### src/rtl/dfg_pkg.sv
// -----------------------------------------------------------------------------
// dfg_pkg
// Shared definitions for the req/ack dataflow fabric.
//   DFG_DATA_WIDTH : default payload width of fabric words
//   DFG_FIFO_DEPTH : default number of entries of an elastic FIFO stage
//   hs_dir_e       : handshake side as seen by a monitor (sink or source)
// -----------------------------------------------------------------------------
package dfg_pkg;

    localparam int DFG_DATA_WIDTH = 32;
    localparam int DFG_FIFO_DEPTH = 4;

    typedef enum logic [0:0] {
        HS_DIR_SINK   = 1'b0,
        HS_DIR_SOURCE = 1'b1
    } hs_dir_e;

endpackage

### src/rtl/hs_fifo_mem.sv
// -----------------------------------------------------------------------------
// hs_fifo_mem
// Storage array for hs_fifo_buffer. The write is synchronous and the read is
// combinational, so the owner can register the head word in the same cycle
// that it decides to pop.
// Ports:
//   clk   : clock
//   we    : write enable
//   waddr : write address
//   wdata : write data
//   raddr : read address
//   rdata : read data (combinational from raddr)
// -----------------------------------------------------------------------------
module hs_fifo_mem
    import dfg_pkg::*;
#(
    parameter int data_width = DFG_DATA_WIDTH,
    parameter int depth      = DFG_FIFO_DEPTH,
    parameter int addr_width = $clog2(depth)
) (
    input  logic                  clk,
    input  logic                  we,
    input  logic [addr_width-1:0] waddr,
    input  logic [data_width-1:0] wdata,
    input  logic [addr_width-1:0] raddr,
    output logic [data_width-1:0] rdata
);

    // Contents need no reset: occupancy tracking makes stale entries unreachable.
    logic [data_width-1:0] mem_q [depth];

    // Single synchronous write port.
    always_ff @(posedge clk) begin
        if (we) begin
            mem_q[waddr] <= wdata;
        end
    end

    assign rdata = mem_q[raddr];

endmodule

### src/rtl/hs_fifo_buffer.sv
// -----------------------------------------------------------------------------
// hs_fifo_buffer
// Elastic FIFO stage for the req/ack dataflow fabric. The left side behaves as
// a sink (requests words from upstream), the right side as a source (answers
// downstream requests). Up to `depth` words are buffered.
// Ports:
//   clk, rst  : clock, synchronous active-high reset
//   req_l     : registered request for one word to upstream
//   ack_l/din : upstream one-cycle pulse with its data word
//   req_r     : downstream request
//   ack_r     : one-cycle pulse, new dout valid from this cycle
//   dout      : head word, held until the next ack_r
//   count     : occupancy 0..depth
//   overflow  : sticky, an ack_l arrived while full with no same-cycle pop
// Optional build macro HS_FIFO_STATS_EN adds:
//   push_total, pop_total (32-bit wrapping), max_count (high-water mark)
// -----------------------------------------------------------------------------
module hs_fifo_buffer
    import dfg_pkg::*;
#(
    parameter int data_width = DFG_DATA_WIDTH,
    parameter int depth      = DFG_FIFO_DEPTH,
    parameter int addr_width = $clog2(depth)
) (
    input  logic                  clk,
    input  logic                  rst,
    output logic                  req_l,
    input  logic                  ack_l,
    input  logic [data_width-1:0] din,
    input  logic                  req_r,
    output logic                  ack_r,
    output logic [data_width-1:0] dout,
    output logic [addr_width:0]   count,
    output logic                  overflow
`ifdef HS_FIFO_STATS_EN
    ,
    output logic [31:0]           push_total,
    output logic [31:0]           pop_total,
    output logic [addr_width:0]   max_count
`endif
);

    localparam logic [addr_width:0]   cnt_zero = (addr_width+1)'(0);
    localparam logic [addr_width:0]   cnt_one  = (addr_width+1)'(1);
    localparam logic [addr_width:0]   cnt_full = (addr_width+1)'(depth);
    // One slot stays free for an ack answering the previous request cycle.
    localparam logic [addr_width:0]   cnt_req  = (addr_width+1)'(depth - 2);
    localparam logic [addr_width-1:0] ptr_one  = addr_width'(1);

    logic                  req_l_q,    req_l_d;
    logic                  ack_r_q,    ack_r_d;
    logic [data_width-1:0] dout_q,     dout_d;
    logic [addr_width:0]   count_q,    count_d;
    logic                  overflow_q, overflow_d;
    logic [addr_width-1:0] rd_ptr_q,   rd_ptr_d;
    logic [addr_width-1:0] wr_ptr_q,   wr_ptr_d;

    logic                  push_en;
    logic                  pop_en;
    logic                  mem_we;
    logic [data_width-1:0] mem_rdata;

    // Handshake decisions and next-state computation for the core FIFO.
    always_comb begin
        // Pop only on a fresh request: the ~ack_r term limits pops to one per
        // two cycles, and using registered count means no empty bypass.
        pop_en     = req_r & ~ack_r_q & (count_q != cnt_zero);
        // A full FIFO still accepts a word when the head leaves in the same edge.
        push_en    = ack_l & ((count_q != cnt_full) | pop_en);

        overflow_d = overflow_q | (ack_l & (count_q == cnt_full) & ~pop_en);
        ack_r_d    = pop_en;

        if (pop_en) begin
            dout_d   = mem_rdata;
            rd_ptr_d = rd_ptr_q + ptr_one;
        end else begin
            dout_d   = dout_q;
            rd_ptr_d = rd_ptr_q;
        end

        if (push_en) begin
            wr_ptr_d = wr_ptr_q + ptr_one;
        end else begin
            wr_ptr_d = wr_ptr_q;
        end

        case ({push_en, pop_en})
            2'b10:   count_d = count_q + cnt_one;
            2'b01:   count_d = count_q - cnt_one;
            default: count_d = count_q;
        endcase

        req_l_d = (count_d <= cnt_req);
    end

    // Writes are blocked during reset so an ack in the reset cycle is ignored.
    assign mem_we = push_en & ~rst;

    hs_fifo_mem #(
        .data_width (data_width),
        .depth      (depth),
        .addr_width (addr_width)
    ) u_mem (
        .clk   (clk),
        .we    (mem_we),
        .waddr (wr_ptr_q),
        .wdata (din),
        .raddr (rd_ptr_q),
        .rdata (mem_rdata)
    );

    // Core state registers with synchronous reset.
    always_ff @(posedge clk) begin
        if (rst) begin
            req_l_q    <= 1'b0;
            ack_r_q    <= 1'b0;
            dout_q     <= {data_width{1'b0}};
            count_q    <= cnt_zero;
            overflow_q <= 1'b0;
            rd_ptr_q   <= {addr_width{1'b0}};
            wr_ptr_q   <= {addr_width{1'b0}};
        end else begin
            req_l_q    <= req_l_d;
            ack_r_q    <= ack_r_d;
            dout_q     <= dout_d;
            count_q    <= count_d;
            overflow_q <= overflow_d;
            rd_ptr_q   <= rd_ptr_d;
            wr_ptr_q   <= wr_ptr_d;
        end
    end

    assign req_l    = req_l_q;
    assign ack_r    = ack_r_q;
    assign dout     = dout_q;
    assign count    = count_q;
    assign overflow = overflow_q;

`ifdef HS_FIFO_STATS_EN
    logic [31:0]         push_total_q, push_total_d;
    logic [31:0]         pop_total_q,  pop_total_d;
    logic [addr_width:0] max_count_q,  max_count_d;

    // Statistics next-state: totals wrap naturally at 2^32.
    always_comb begin
        push_total_d = push_en ? (push_total_q + 32'd1) : push_total_q;
        pop_total_d  = pop_en  ? (pop_total_q + 32'd1)  : pop_total_q;
        if (count_d > max_count_q) begin
            max_count_d = count_d;
        end else begin
            max_count_d = max_count_q;
        end
    end

    // Statistics registers with synchronous reset.
    always_ff @(posedge clk) begin
        if (rst) begin
            push_total_q <= 32'd0;
            pop_total_q  <= 32'd0;
            max_count_q  <= cnt_zero;
        end else begin
            push_total_q <= push_total_d;
            pop_total_q  <= pop_total_d;
            max_count_q  <= max_count_d;
        end
    end

    assign push_total = push_total_q;
    assign pop_total  = pop_total_q;
    assign max_count  = max_count_q;
`endif

endmodule

### config.mk
export PLATFORM = sky130hd
export DESIGN_NAME = hs_fifo_buffer
export DESIGN_NICKNAME = d
export VERILOG_FILES = /design/src/rtl/dfg_pkg.sv /design/src/rtl/hs_fifo_mem.sv /design/src/rtl/hs_fifo_buffer.sv
export SDC_FILE = /design/constraint.sdc
export NUM_CORES = 1
export LEC_CHECK = 0
export CAP_MARGIN = 20
export CORE_ASPECT_RATIO = 0.9
export CORE_MARGIN = 5
export CORE_UTILIZATION = 48
export DETAILED_ROUTE_END_ITERATION = 8
export HOLD_SLACK_MARGIN = 0.02
export PLACE_DENSITY = 0.71
export RECOVER_POWER = 50
export SLEW_MARGIN = 15
export SYNTH_ARGS = -nofsm -noshare
export SYNTH_HDL_FRONTEND = slang
export SYNTH_HIERARCHICAL = 1
export SYNTH_SLANG_ARGS = --single-unit
### constraint.sdc
create_clock -name clk -period 7.2 [get_ports clk]
set_clock_uncertainty 0.15 [all_clocks]
set_input_delay 2.16 -clock clk [delete_from_list [all_inputs] [get_ports clk]]
set_output_delay 2.16 -clock clk [all_outputs]
set_load 0.02 [all_outputs]
==> flow_summary.json, run 1 <==
{
  "overflow": 0,
  "path_cells": "dlygate4sd3_1 > nor2b_1 > nand2_2 > nor2_1 > fa_1 > nor3b_1 > nor4_2",
  "power.total_mw": 2.41,
  "ys_ff_latch": 170,
  "timing.fmax_mhz": 191,
  "dp_slack_ns": 1.96,
  "cp.buffers_inverters": 1,
  "pin_count": 74,
  "max_cap_viol_count": 0,
  "fin_crit_ns": 5.23,
  "finalCritPeriodShare_pct": 72.6,
  "cpMaxStageDelayCell": "nor2b_1",
  "setup_viol": 0,
  "max_stage_delay_ns": 0.76,
  "drc": 0,
  "cts_made_buffers": 17,
  "wl_met3_um": 437,
  "cp-start-kind": "input pin",
  "layout_commonest_cell": "edfxtp_1",
  "ys_async_sr_fraction_pct": 0,
  "finalSetupTns_ns": 0,
  "fillCellCount": 1006,
  "final_cell_mix": "128 x edfxtp_1, 68 x dlygate4sd3_1, 58 x nand2_1",
  "via_per_inst": 5.26,
  "stdcell_count": 634,
  "grt_max_degree": 44,
  "p_leak_nw": 2.60,
  "clock_sinks": 170,
  "ys_seq_area_share_pct": 72.0,
  "synth-edff-count": 128,
  "crit_start": "req_r",
  "wl_met2_mm": 5.90,
  "placementRows": 40,
  "htree_levels": 4,
  "dpl_cell_area_um2": 7260,
  "fin_util_pct": 58.8,
  "first_pass_iters": 4,
  "via_count": 3333,
  "routed.top_layer": "met4",
  "synth_cell_types": 39,
  "crit-reg2reg-launch": "ack_r$_SDFF_PP0_",
  "ant_nets": 0,
  "antenna_found_initial": 0,
  "crit_family": "simple AND/OR/NAND/NOR gates",
  "diodes": 0,
  "dieArea_um2": 16000,
  "hold_viol": 0,
  "crit_end": "req_l$_SDFF_PP0_",
  "min_path_type": "flip-flop to flip-flop",
  "syn_to_final_growth_pct": 20.4,
  "wl_per_cell_um": 18.3,
  "core-area_um2": 13300,
  "endpoint_kind": "flip-flop",
  "dp.cells": 602,
  "drive_gt1_share_pct": 20.8,
  "synth.avg_cell_area_um2": 17.0,
  "grt_pass1_vias": 3588,
  "synth_area_um2": 6510,
  "routed_wl_mm": 11.6,
  "place_congestion": 0.718,
  "setup_ws_ns": 1.97,
  "worst_slew_margin_rel_pct": 37.6,
  "syn-num-nets": 419,
  "reg2reg_slack_ns": 4.00,
  "synth_ff_type": "edfxtp_1",
  "m1WireLength_mm": 5.07,
  "cts_setup_buffers": 0,
  "ys_warn_count": 6,
  "holdWs_ns": 0.302,
  "ir_drop_uv": 171,
  "reg2reg_to": "req_l$_SDFF_PP0_",
  "clock-root-buffer": "clkbuf_16",
  "drt_iter0_markers": 244,
  "clkTransAtPathRegs_ns": 0.06,
  "ctsLongestPathBuffers": 2,
  "clk_latency_ns": 0.42,
  "place_hpwl_mm": 6.81,
  "worst_pin_slew_ns": 0.936,
  "netlist_instances": 382,
  "drv_slew": 0,
  "crit_cells": 7,
  "required_ns": 7.38,
  "ctsHoldBuffers": 0,
  "rsz0062_at_grt": "no",
  "die_x_um": 133,
  "nNetsFinal": 490,
  "grt_use_total_pct": 15.8,
  "arrival_ns": 5.41,
  "portBuffers": 73,
  "reg2reg_depth": 6,
  "postCtsResizedCells": 0,
  "die_y_um": 120,
  "design_area_um2": 7830,
  "status": "finished, final reports clean",
  "grt_pass1_wl_mm": 19.1,
  "critPathKind": "input pin to flip-flop",
  "path_max_fanout": 34,
  "start_util_pct": 48.9,
  "tritoncts": "yes",
  "powerDensity_nw_per_um2": 308
}
## cells in the mapped netlist, drive strengths merged, types with 3 or more instances
library cell | count | area (um2)
a21oi | 35 | 213
buf | 19 | 201
clkbuf | 5 | 18.8
dfxtp | 42 | 841
edfxtp | 128 | 3840
mux4 | 32 | 728
nand2 | 69 | 287
nor2 | 13 | 48.8
nor2b | 3 | 21.3
nor3b | 3 | 22.5
o211ai | 3 | 27.5
o21ai | 3 | 18.8
xor2 | 4 | 35.0
## kinds of logic after synthesis
| family | Yosys count | synth area share (%) |
|---|---|---|
| xor gates and xnor gates | 6 | 0.808 |
| adders and majority gates | 1 | 0.308 |
| AOI/OAI and AO/OA | 46 | 4.63 |
| DFF | 170 | 72.0 |
| muxes | 32 | 11.2 |
| buffers and inverters | 24 | 3.38 |
| and+or+nand+nor | 103 | 7.67 |
## power breakdown
part	total (mW)	switching [mW]	internal, mW	leakage, nW
clock network	0.889	0.368	0.521	0.282
logic	0.364	0.192	0.173	0.817
registers	1.16	0.0436	1.11	1.51
## metal layers
metal  up-vias  global-route usage, %
met1      1667                   20.2
met3        14                   3.83
met4         0                   6.88
met2        66                   26.0
met5         -                      0
li1       1586                      -
## worst reg2reg max path: cells and delay by family (launching register included)
kind                     cells  cell delay, ns
AND/OR/NAND/NOR              5            2.11
adder cells (fa/ha/maj)      1            0.51
flip-flops                   1            0.34
## sequential cells by signal, summed over array words and instances (netlist names)
signal and flops:
ack_r 1, count 3, dout 32, overflow 1, rd_ptr_q 2, req_l 1, u_mem/mem_q 128, wr_ptr_q 2
## worst min-delay path by stage
| stage | from | to | slack (ns) | depth (start not counted) |
|---|---|---|---|---|
| floorplan | wr_ptr_q[1]$_SDFFE_PP0P_ | wr_ptr_q[1]$_SDFFE_PP0P_ | 0.37 | 2 |
| global placement | dout[23]$_SDFFE_PP0N_ | dout[23]$_SDFFE_PP0N_ | 0.30 | 2 |
| detailed placement | dout[30]$_SDFFE_PP0N_ | dout[30]$_SDFFE_PP0N_ | 0.30 | 2 |
| CTS | dout[30]$_SDFFE_PP0N_ | dout[30]$_SDFFE_PP0N_ | 0.31 | 2 |
| global route | dout[26]$_SDFFE_PP0N_ | dout[26]$_SDFFE_PP0N_ | 0.33 | 2 |
| finish | dout[30]$_SDFFE_PP0N_ | dout[30]$_SDFFE_PP0N_ | 0.30 | 2 |
## area by class of cell
cell class	instances	area [um2]	share of cell area, %
clock inverters	14	145	1.85
flip-flops and latches	170	4690	59.8
multi-input cells	188	1600	20.5
repair buffers	76	748	9.55
clock buffers	18	439	5.61
well taps	168	210	2.68
(Power assumes the default switching activity.)
==> run 2: changes to the inputs <==
==> constraint.sdc (replaced) <==
create_clock -name clk -period 5.1 [get_ports clk]
set_clock_uncertainty 0.15 [all_clocks]
set_input_delay 1.53 -clock clk [delete_from_list [all_inputs] [get_ports clk]]
set_output_delay 1.53 -clock clk [all_outputs]
set_load 0.02 [all_outputs]
==> flow_summary.json, run 2 (synthesis results as in run 1) <==
{
  "status": "finished with violations",
  "failed_checks": "max-capacitance violations, max-slew violations",
  "whs_path_depth": 2,
  "pin_count": 74,
  "setup_viol": 0,
  "p_leak_nw": 2.62,
  "switchingPower_mw": 0.813,
  "seq_power_share_pct": 48.3,
  "largest_register": "u_mem/mem_q",
  "cts_setup_buffers": 0,
  "ctsLongestPathBuffers": 2,
  "p_int_mw": 2.56,
  "timing.fmax_mhz": 234,
  "drt_iter0_markers": 174,
  "die_y_um": 120,
  "required_ns": 5.05,
  "start_util_pct": 48.9,
  "via_count": 3396,
  "tritoncts": "yes",
  "min_path_type": "flip-flop to flip-flop",
  "worst_slew_margin_rel_pct": -3.33,
  "path_max_fanout": 20,
  "portBuffers": 73,
  "core-area_um2": 13300,
  "dieArea_um2": 16000,
  "finalSetupTns_ns": 0,
  "cts_made_buffers": 17,
  "grt_pass1_wl_mm": 19.1,
  "clock_sinks": 170,
  "die_x_um": 133,
  "holdWs_ns": 0.300,
  "largest_reg_flops": 128,
  "drc": 0,
  "fin_crit_ns": 4.28,
  "routed.top_layer": "met4",
  "antenna_found_initial": 0,
  "layout_commonest_cell": "edfxtp_1",
  "power.total_mw": 3.38,
  "worst_pin_slew_ns": 1.55,
  "place_hpwl_mm": 7.36,
  "syn_to_final_growth_pct": 20.8,
  "setup_ws_ns": 0.825,
  "ir_drop_uv": 268,
  "wl_met3_um": 447,
  "dp_slack_ns": 0.788,
  "wl_per_cell_um": 18.4,
  "finalCritPeriodShare_pct": 83.8,
  "first_pass_iters": 4,
  "m1WireLength_mm": 5.33,
  "htree_levels": 4,
  "clk_latency_ns": 0.41,
  "cp-start-kind": "input pin",
  "powerDensity_nw_per_um2": 430,
  "diodes": 0,
  "drive_gt1_share_pct": 20.8,
  "ant_nets": 0,
  "rsz0062_at_grt": "no",
  "register_area_um2": 4690,
  "reg2reg_depth": 5,
  "sw_frac_of_total_pct": 24.1,
  "max_cap_viol_count": 1,
  "clock-root-buffer": "clkbuf_16",
  "postCtsResizedCells": 0,
  "grt_pass1_vias": 3557,
  "power_frac_clock_pct": 36.2,
  "arrival_ns": 4.23,
  "critPathKind": "input pin to flip-flop",
  "fin_util_pct": 59.0,
  "ctsHoldBuffers": 0,
  "via_per_inst": 5.31,
  "grt_max_degree": 43,
  "nNetsFinal": 496,
  "multiInputGateArea_um2": 1610,
  "place_congestion": 0.750,
  "clkTransAtPathRegs_ns": 0.06,
  "hold_viol": 0,
  "overflow": 0,
  "wl_met2_mm": 5.83,
  "endpoint_kind": "flip-flop",
  "final_cell_mix": "128 x edfxtp_1, 66 x dlygate4sd3_1, 58 x nand2_1",
  "placementRows": 40,
  "routed_wl_mm": 11.8,
  "power_frac_comb_pct": 15.5,
  "grt_use_total_pct": 15.9,
  "fillCellCount": 995,
  "drv_slew": 34
}
## run 2: cell count changes in the layout (fill, tap and decap cells not counted), sizes merged
cell / change
buf: +5
clkinv: -2
clkbuf: +6
inv: -3
dlygate4sd3: -2
clkdlybuf4s50: +2
## run 2: cell type report
| class | instances | share of cell area, % |
|---|---|---|
| repair buffers | 82 | 10.0 |
| flip-flops and latches | 170 | 59.6 |
| clock inverters | 9 | 1.26 |
| clock buffers | 23 | 5.95 |
| multi-input cells | 188 | 20.4 |
| well taps | 168 | 2.67 |
## run 2: stage by stage
step	area (um2)	std cells
2_1_floorplan	6510	382
3_3_place_gp	7310	608
3_5_place_dp	7310	608
4_1_cts	7870	640
5_1_grt	7860	640
6_report	7860	640
## run 2: critical path, cell delays in order
cell and delay [ns]:
clkdlybuf4s50_1 0.51, nor2b_1 0.73, o21ai_0 0.29, nor2_1 0.24
and3_2 0.58, buf_4 0.34
## run 2: per-layer routing
layer | GRT usage (%) | up-vias
met5 | 0 | -
met3 | 4.74 | 11
met1 | 20.1 | 1716
li1 | - | 1605
met4 | 5.78 | 0
met2 | 26.1 | 64
## run 2: final timing paths
kind	start	end	slack [ns]
worst max-delay path	req_r	u_mem/mem_q[3][11]$_DFFE_PP_	0.82
worst min-delay path	dout[0]$_SDFFE_PP0N_	dout[0]$_SDFFE_PP0N_	0.30
worst max register to register	ack_r$_SDFF_PP0_	u_mem/mem_q[3][11]$_DFFE_PP_	2.13
worst min register to register	dout[0]$_SDFFE_PP0N_	dout[0]$_SDFFE_PP0N_	0.30
## run 2: power groups by stage
stage	clock network, mW	logic [mW]	registers [mW]
global placement	0	0.550	1.66
CTS	1.25	0.558	1.63
finish	1.22	0.524	1.63
detailed placement	0	0.557	1.66
floorplan	0	0.378	1.69
global route	1.32	0.573	1.64
==> patch 1: new RTL, settings of run 1 <==
The package constant `DFG_FIFO_DEPTH` goes from 4 to 8.
--- a/src/rtl/dfg_pkg.sv
+++ b/src/rtl/dfg_pkg.sv
@@ -9,5 +9,5 @@
 
     localparam int DFG_DATA_WIDTH = 32;
-    localparam int DFG_FIFO_DEPTH = 4;
+    localparam int DFG_FIFO_DEPTH = 8;
 
     typedef enum logic [0:0] {
Ports: changed (resized count); port bits go from 74 to 75. No check against the original RTL was run, so the function may have changed too.
==> patch 1 against run 1 <==
The flow now finishes with violations (max-capacitance violations, max-slew violations). Register-to-register slack lost 0.60 ns. Area after synthesis grew 79%. Power grew 81%. Design area grew 74%. Sequential power grew 79%. Wire length grew 90%. Sequential cell count grew 131. Count of clock-buffer cells in the layout grew 23. Non-clock buffer count grew 9. Critical path depth grew 2. Critical endpoint unchanged. Largest cell class unchanged. Setup slack lost 0.21 ns.
==> patch 1: results (changes against run 1) <==
outcome=complete, but fails checks (was complete, no violations); failing checks=max-capacitance violations, max-slew violations; top cells by area in the synthesized netlist=sky130_fd_sc_hd__edfxtp_1, sky130_fd_sc_hd__mux4_1, sky130_fd_sc_hd__dfxtp_1 (was sky130_fd_sc_hd__edfxtp_1, sky130_fd_sc_hd__dfxtp_1, sky130_fd_sc_hd__mux4_2); Max-Slew Margin vs Limit=-0.843 (was 0.376); detailed-route vias per instance=5.69 (was 5.26); Mapped Avg Cell Area=19.1 um^2 (was 17.0 um^2); maximum capacitance violations=2 (was 0); number of buffers on the longest clock path=3 (was 2); number of fill cells=1802 (was 1006); wire length of the first global-routing pass=34700 um (was 19100 um); number of global-route vias before repair=5974 (was 3588); initial antenna violation count=2 (was 0); total via count after detailed routing=5796 (was 3333); number of slew-limit violations in the final report=73 (was 0); EDFF count, synth=256 (was 128); worst min-delay path startpoint=dout[31]$_SDFFE_PP0N_ (was dout[30]$_SDFFE_PP0N_); routed length per instance=21.7 um (was 18.3 um); global routing usage summed across all routing layers=0.162 (was 0.158); total length of routed met3 wires=963 um (was 437 um); launch instance of the worst register-to-register path=count[1]$_SDFF_PP0_ (was ack_r$_SDFF_PP0_); placed wire-length estimate=12700 um (was 6810 um); insertion delay of the later-clocked pin in the worst-skew pair=0.54 ns (was 0.42 ns); largest fanout of any net on the critical path=36 (was 34); router iterations before antenna repair=5 (was 4); xor/xnor share of the synthesized area=0.00377 (was 0.00808); CP max-delay cell=sky130_fd_sc_hd__nand2b_1 (was sky130_fd_sc_hd__nor2b_1); highest ir drop seen on vdd=0.191 mV (was 0.171 mV); cell count after placement=966 (was 602); Post-synth top cells=sky130_fd_sc_hd__edfxtp_1, sky130_fd_sc_hd__nand2_1, sky130_fd_sc_hd__dfxtp_1 (unchanged)
patch 1: kinds of logic after synthesis:
logic type               Yosys count
AND/OR/NAND/NOR                  111
XOR/XNOR                           5
multiplexers                     100
flip-flops                       301
AO/OA/AOI/OAI                     52
adder cells (fa/ha/maj)            3
buffers and inverters             36
patch 1: metal layers:
| metal | track usage | up-vias |
|---|---|---|
| met1 | 0.218 | 2988 |
| li1 | - | 2602 |
| met4 | 0.0366 | 0 |
| met2 | 0.281 | 165 |
| met3 | 0.0270 | 41 |
| met5 | 0 | - |
patch 1: area by class of cell:
class	count	share of cell area
well taps	308	0.0283
inverters	1	0.000275
clock buffers	41	0.0595
clock inverters	12	0.00963
multi-input cells	271	0.212
flip-flops and latches	301	0.630
repair buffers	85	0.0600
patch 1: per-stage QoR:
stage | power, mW | hold slack (ns) | worst slack, ns
after floorplan | 2.70 | 0.302 | 1.33
after global placement | 2.93 | 0.294 | 2.04
after detailed placement | 2.95 | 0.299 | 1.77
after CTS | 4.44 | 0.307 | 2.32
after global routing | 4.57 | 0.324 | 1.49
final | 4.38 | 0.301 | 1.76
patch 1: worst reg2reg max path: cells and delay by family, from the launching register on:
kind / cells / cell delay (ns)
AND/OR/NAND/NOR: 3 / 1.90
adder cells (fa/ha/maj): 1 / 0.39
AO/OA/AOI/OAI: 4 / 0.84
flip-flops: 1 / 0.44
patch 1: worst paths after layout:
kind                                 to  depth (start not counted)
setup / recovery       req_l$_SDFF_PP0_                          9
hold / removal    dout[31]$_SDFFE_PP0N_                          2
setup reg to reg       req_l$_SDFF_PP0_                          8
hold reg to reg   dout[31]$_SDFFE_PP0N_                          2
patch 1: power by group:
| part | switching [mW] | leakage [nW] | total, mW | internal, mW |
|---|---|---|---|---|
| combinational | 0.393 | 1.29 | 0.800 | 0.407 |
| sequential | 0.109 | 2.68 | 2.08 | 1.97 |
| clock | 0.607 | 0.466 | 1.49 | 0.887 |
==> patch 2: new RTL, config.mk and constraints of run 1 <==
Made on the original files. Register the output `overflow` once more, cleared by the reset; this adds one clock of latency there. The other outputs are not delayed to match. Comments in the files are not updated.
--- a/src/rtl/hs_fifo_buffer.sv
+++ b/src/rtl/hs_fifo_buffer.sv
@@ -136,5 +136,11 @@
     assign dout     = dout_q;
     assign count    = count_q;
-    assign overflow = overflow_q;
+    always_ff @(posedge clk) begin
+        if (rst) begin
+            overflow <= '0;
+        end else begin
+            overflow <= overflow_q;
+        end
+    end
 
 `ifdef HS_FIFO_STATS_EN
Behaviour: not the same (Yosys sat finds a counterexample within 10 cycles, from zero or initial values and one cycle with rst high).
==> patch 2 against run 1 <==
Non-clock buffer count down 1. Setup slack gained 0.47 ns. Count of clock-buffer cells in the layout down 1. Fmax rose by 9.8%. Cell count is 0.79% lower. The flow now finishes with violations (max-capacitance violations, max-slew violations). Design area decreased by 0.21%. Utilization grew 0.32 points. Power rose by 7.2%. Wire length down 2.9%. Sequential cell count rose by 1. Global-route usage is 0.53 points lower. Critical endpoint unchanged. Area after synthesis fell by 1.6%.
==> patch 2: results (changes against run 1) <==
Post-synth top cells=sky130_fd_sc_hd__edfxtp_1, sky130_fd_sc_hd__nand2_1, sky130_fd_sc_hd__dfxtp_1 (unchanged); maximum number of pins on one net before global-route repair=46 (was 44); instance area at placement=0.00720 mm^2 (was 0.00726 mm^2); total via count after detailed routing=3312 (was 3333); share of the clock period used by the worst path after layout=0.661 (was 0.726); wire length of the first global-routing pass=18200 um (was 19100 um); slack of the worst reg-to-reg path=3.91 ns (was 4.00 ns); top cells by area in the synthesized netlist=sky130_fd_sc_hd__edfxtp_1, sky130_fd_sc_hd__dfxtp_1, sky130_fd_sc_hd__mux4_2 (unchanged); detailed-route vias per instance=5.27 (was 5.26); launch instance of the worst register-to-register path=count[0]$_SDFF_PP0_ (was ack_r$_SDFF_PP0_); number of slew-limit violations in the final report=46 (was 0); cell count after placement=597 (was 602); maximum capacitance violations=1 (was 0); final hold slack=0.301 ns (was 0.302 ns); failing checks=max-capacitance violations, max-slew violations; Mapped Avg Cell Area=17.0 um^2 (about the same); Switch Pwr=0.654 mW (was 0.604 mW); Max-Slew Margin vs Limit=-0.458 (was 0.376); count of cells along the worst register-to-register path=8 (was 6); clock-pin slew of the registers on the worst-case setup and hold paths=0.06 ns (about the same); power density normalized to cell area=331 mW/mm^2 (was 308 mW/mm^2); number of global-route vias before repair=3482 (was 3588); placed wire-length estimate=6590 um (was 6810 um); Worst Hold End=dout[11]$_SDFFE_PP0N_ (was dout[30]$_SDFFE_PP0N_); outcome=complete, but fails checks (was complete, no violations); largest fanout of any net on the critical path=36 (was 34); number of fill cells=1024 (was 1006); weighted congestion at the end of routability-driven global placement=0.753 (was 0.718); Mapped Nets=414 (was 419); Place WS=2.03 ns (was 1.96 ns); sequential share of the synthesized area=0.735 (was 0.720); worst min-delay path startpoint=dout[11]$_SDFFE_PP0N_ (was dout[30]$_SDFFE_PP0N_); routed length per instance=17.9 um (was 18.3 um); leakage power summed over all cells=2.63 nW (was 2.60 nW); footprint of the flip-flops and latches=0.00471 mm^2 (was 0.00469 mm^2); slowest cell delay on critical path=0.59 ns (was 0.76 ns)
==> patch 2: layer usage <==
metal / vias to the layer above / global-route usage / share of wire
met3: 10 / 0.0453 / 0.047
met2: 72 / 0.255 / 0.51
met1: 1650 / 0.187 / 0.43
li1: 1580 / - / -
met5: - / 0 / 0
met4: 0 / 0.0656 / 0.014
==> patch 2: critical path, delay by kind of cell <==
kind                     cells  cell delay (ns)
AND/OR/NAND/NOR              4             1.14
AO/OA/AOI/OAI                3             0.65
buffers and inverters        1             0.52
adder cells (fa/ha/maj)      1             0.46
==> patch 2: logic make-up after synthesis <==
logic type | after synthesis | synth area share
flops | 171 | 0.735
simple gates | 95 | 0.0664
compound gates | 48 | 0.0455
mux | 33 | 0.116
buf+inv | 24 | 0.0274
xor+xnor | 5 | 0.00684
fa+ha+maj | 1 | 0.00313
==> patch 2: final cells by class <==
cell class,instances,area share
inverter,1,0.000480
timing repair buffer,75,0.0946
clock inverter,15,0.0251
tap,168,0.0269
clock buffer,17,0.0544
sequential,171,0.602
multi-input combinational,182,0.196
